[config.mk]
export PLATFORM = sky130hd
export DESIGN_NAME = sp_loader
export DESIGN_NICKNAME = d
export VERILOG_FILES = /design/src/rtl/sp_loader.sv
export SDC_FILE = /design/constraint.sdc
export NUM_CORES = 1
export LEC_CHECK = 0
export CAP_MARGIN = 20
export CELL_PAD_IN_SITES_DETAIL_PLACEMENT = 0
export CELL_PAD_IN_SITES_GLOBAL_PLACEMENT = 2
export CORE_AREA = 2 2 61 63
export DETAILED_ROUTE_END_ITERATION = 8
export DIE_AREA = 0 0 63 65
export HOLD_SLACK_MARGIN = 0.08
export PLACE_DENSITY = 0.76
export SLEW_MARGIN = 20
export SYNTH_ARGS = -nofsm -noshare
export SYNTH_HDL_FRONTEND = slang
export SYNTH_SLANG_ARGS = --single-unit
[constraint.sdc]
create_clock -name ck -period 1.4 [get_ports ck]
set_clock_uncertainty 0.15 [all_clocks]
set_input_delay 0.14 -clock ck [delete_from_list [all_inputs] [get_ports ck]]
set_output_delay 0.14 -clock ck [all_outputs]
set_load 0.01 [all_outputs]
[src/rtl/sp_loader.sv]
// rtl/sp_loader.sv - serial-to-parallel loader feeding an n-bit load register, LSB first.
// Optional even-parity bit after each word when SP_PARITY_EN is defined.
module sp_loader #(
  parameter int n = 4
) (
  input  logic         ck,
  input  logic         rst_n,
  input  logic         sin,
  input  logic         sin_valid,
  input  logic         abort,
  output logic [n-1:0] d,
  output logic         load,
  output logic         busy,
  output logic         perr,
  output logic [7:0]   words
);

  localparam int CW = $clog2(n);
  localparam logic [CW-1:0] LAST = CW'(n - 1);

`ifdef SP_PARITY_EN
  typedef enum logic [1:0] {IDLE, SHIFT, PAR} state_t;
`else
  typedef enum logic [1:0] {IDLE, SHIFT} state_t;
`endif

  state_t        state_q;
  logic [CW-1:0] cnt_q;
  logic [n-1:0]  sr_q;
  logic [n-1:0]  sr_d;
  logic [n-1:0]  d_q;
  logic          load_q;
  logic          busy_q;
  logic          perr_q;
  logic [7:0]    words_q;
  logic          accept;

  // In IDLE cnt_q and sr_q are zero, so the same insert covers the first bit.
  always_comb begin
    sr_d = sr_q;
    sr_d[cnt_q] = sin;
  end

  assign accept = sin_valid && !abort;

  always_ff @(posedge ck or negedge rst_n) begin
    if (!rst_n) begin
      state_q <= IDLE;
      cnt_q   <= '0;
      sr_q    <= '0;
      d_q     <= '0;
      load_q  <= 1'b0;
      busy_q  <= 1'b0;
      perr_q  <= 1'b0;
      words_q <= 8'd0;
    end else begin
      load_q <= 1'b0;
      perr_q <= 1'b0;
      // Stays high through the cycle that follows the completing or abort edge.
      busy_q <= (state_q != IDLE) || accept;
      if (abort) begin
        state_q <= IDLE;
        cnt_q   <= '0;
        sr_q    <= '0;
      end else if (sin_valid) begin
        case (state_q)
          IDLE: begin
            sr_q    <= sr_d;
            cnt_q   <= CW'(1);
            state_q <= SHIFT;
          end
          SHIFT: begin
            if (cnt_q == LAST) begin
              cnt_q <= '0;
`ifdef SP_PARITY_EN
              sr_q    <= sr_d;
              state_q <= PAR;
`else
              sr_q    <= '0;
              d_q     <= sr_d;
              load_q  <= 1'b1;
              words_q <= words_q + 8'd1;
              state_q <= IDLE;
`endif
            end else begin
              sr_q  <= sr_d;
              cnt_q <= cnt_q + CW'(1);
            end
          end
`ifdef SP_PARITY_EN
          PAR: begin
            if ((^sr_q) == sin) begin
              d_q     <= sr_q;
              load_q  <= 1'b1;
              words_q <= words_q + 8'd1;
            end else begin
              perr_q <= 1'b1;
            end
            sr_q    <= '0;
            cnt_q   <= '0;
            state_q <= IDLE;
          end
`endif
          default: begin
            sr_q    <= '0;
            cnt_q   <= '0;
            state_q <= IDLE;
          end
        endcase
      end
    end
  end

  assign d     = d_q;
  assign load  = load_q;
  assign busy  = busy_q;
  assign perr  = perr_q;
  assign words = words_q;

endmodule

==> results.json <==
{
  "irDropWorstVdd_v": 0.0002441,
  "fin_ws_ns": -0.04333,
  "grt_pass1_vias": 743,
  "synthesis.nets": 97,
  "avgSynthCellArea_sq_um": 10.77,
  "violations": "negative setup slack",
  "hold_class": "input pin to register",
  "met1_usage": 0.1212,
  "worst_setup_path_start_kind": "register",
  "ys_async_sr_fraction": 1.000,
  "synthCells": 87,
  "wire_per_inst_um": 10.70,
  "maxSlewViolCount": 0,
  "use_met2": 0.1848,
  "fillers": 363,
  "clk_latency_ns": 0.30,
  "mostFrequentLayoutCells": "19 x buf_4, 18 x dfrtp_1, 14 x dlygate4sd2_1",
  "routed_via_density": 4.149,
  "gr-usage-all-layers": 0.1035,
  "place_hpwl_mm": 1.416,
  "yosys.area.top_type": "dfrtp_1",
  "cts_sinks": 20,
  "grtUsageMet3": 0.02083,
  "drc_errors": 0,
  "io-pin-count": 20,
  "placementRows": 22,
  "p_per_area_mw_per_mm2": 768.2,
  "synth_area_leaders": "dfrtp_1 53%, ha_1 6.7%, xnor2_1 6.5%",
  "netlist_area_sq_um": 937.1,
  "htreeDepth": 1,
  "seq_area_frac_synth": 0.5340,
  "synthToLayoutAreaGrowth_pct": 47.53,
  "ys_warn_count": 0,
  "cts_tree": "yes",
  "fp.dieW_um": 63,
  "outcome": "finished with violations",
  "die_h_um": 65,
  "core_area_sq_mm": 0.003496,
  "root_buffer": "clkbuf_4",
  "start_util": 0.2681,
  "p_leak_uw": 0.0007069,
  "gp_congestion": 0.8137,
  "setup_viol": 6,
  "critPathRequiredTime_ns": 1.43,
  "vias": 726,
  "hold_viol_final": 0,
  "ff_latch_area_sq_um": 503.0,
  "nets": 138,
  "cp_max_fo": 5,
  "fin_crit_sh": 1.031,
  "synth-main-ff-cell": "dfrtp_1",
  "grt_pass1_wl_mm": 3.298,
  "holdWs_ns": 0.3164,
  "synth_cell_types": 26,
  "multi_input_area_sq_um": 426.7,
  "first_pass_iters": 2,
  "drtAntennaViolNets": 0,
  "final_core_util": 0.3955,
  "cts_buffer_depth": 2,
  "diodes": 0,
  "rsz0062_at_grt": "true",
  "globalRoute.busiestLayer": "met2",
  "cp-end-kind": "register",
  "synth_top_cell_area_share": 0.5340,
  "critPathKind": "register to register",
  "cap_violations": 0,
  "synth_edf_count": 0,
  "synth-seq-cells": 20,
  "antenna_found_initial": 0,
  "portBuffers": 18,
  "max_freq_mhz": 692.8,
  "overflow": 0,
  "timing.final.crit_period_ns": 1.443,
  "clk_pin_slew_ns": 0.12,
  "dr.first_iter.drc_count": 9,
  "drive_gt1_frac": 0.3150,
  "drt_wl_total_mm": 1.873,
  "cts_inserted_buffers": 3,
  "dieArea_sq_mm": 0.004095,
  "final_common_cell": "buf_4",
  "grt_max_degree": 21,
  "cp_data_arrival_time_ns": 1.47
}
-- path summary, 6_finish.rpt --
path                                 startpoint              endpoint  slack (ns)  depth (start not counted)
max                        cnt_q[0]$_DFFE_PN0P_   sr_q[1]$_DFFE_PN0P_       -0.04                          3
min                                       abort  cnt_q[0]$_DFFE_PN0P_        0.32                          2
max reg2reg                cnt_q[0]$_DFFE_PN0P_   sr_q[1]$_DFFE_PN0P_       -0.04                          3
min reg2reg                words[7]$_DFFE_PN0P_  words[7]$_DFFE_PN0P_        0.34                          1
max in group asynchronous                 rst_n  cnt_q[0]$_DFFE_PN0P_        0.31                          3
min in group asynchronous                 rst_n  words[6]$_DFFE_PN0P_        0.57                          3
-- metrics by stage --
| step | area [sq um] | worst slack [ns] | setup TNS (ns) | instances | total power [uW] |
|---|---|---|---|---|---|
| floorplan | 937.1 | 0.02720 | 0 | 87 | 664.6 |
| global placement | 1240 | -0.2626 | -1.281 | 161 | 728.0 |
| detailed placement | 1240 | -0.2472 | -1.714 | 161 | 729.4 |
| CTS | 1371 | -0.08715 | -0.4259 | 175 | 1080 |
| global route | 1383 | -0.1382 | -1.016 | 175 | 1114 |
| finish | 1383 | -0.04333 | -0.1191 | 175 | 1062 |
-- flip-flops by register name (all words and copies together) (netlist names) --
register and flops:
busy 1, state_q 1, sr_q 3, d 4, cnt_q 2, words 8, load 1
-- routing by layer --
| layer | wire length [um] | part of all wire |
|---|---|---|
| met2 | 963 | 0.51 |
| met5 | 0 | 0 |
| met3 | 65 | 0.035 |
| met1 | 829 | 0.44 |
| met4 | 14 | 0.0075 |
-- worst max-delay path, stage by stage, from the launching register on --
cell     delay, ns
dfrtp_2       0.46
buf_4         0.14
ha_2          0.19
a221o_2       0.39
-- cells in the mapped netlist (2+ instances only) --
cell	instances
dfrtp_1	20
nand2_1	11
xnor2_1	7
ha_1	5
o21ai_0	5
a21oi_1	4
inv_1	4
and3_1	3
buf_4	3
nand4_1	3
nor2_1	3
a221o_2	2
and2_1	2
mux2i_1	2
nor2b_1	2
-- timing repair --
action / in CTS / in global routing
gates cloned: 0 / 0
hold buffers: 1 / 0
setup buffers: 9 / 0
endpoints found under the hold margin: 20 / 0
setup endpoints to repair: 21 / 16
pin swaps: 6 / 2
gates resized for setup: 25 / 7
-- logic make-up (layout without fill, tap and decap cells) --
group | count (synthesis) | count (layout) | synth area share
other | 1 | 1 | 0.004001
muxes | 2 | 2 | 0.02136
xor gates and xnor gates | 7 | 7 | 0.06542
DFF | 20 | 20 | 0.5340
adders and majority gates | 5 | 5 | 0.06676
AOI/OAI and AO/OA | 14 | 14 | 0.09747
buffers and inverters | 9 | 49 | 0.04938
and+or+nand+nor | 29 | 29 | 0.1616
-- where the power goes --
group          switching [uW]  total (uW)  internal [uW]
sequential               10.9         603            592
combinational            59.5         127           67.2
clock                     174         332            158
total                     244        1060            818
-- layout make-up --
type | instances | share of cell area
Sequential cell | 20 | 0.3638
Inverter | 5 | 0.01357
Tap cell | 48 | 0.04344
Multi-Input combinational cell | 58 | 0.3086
Clock buffer | 4 | 0.02624
Timing Repair Buffer | 40 | 0.2443
Note: power is estimated with default switching activity, not from simulation.
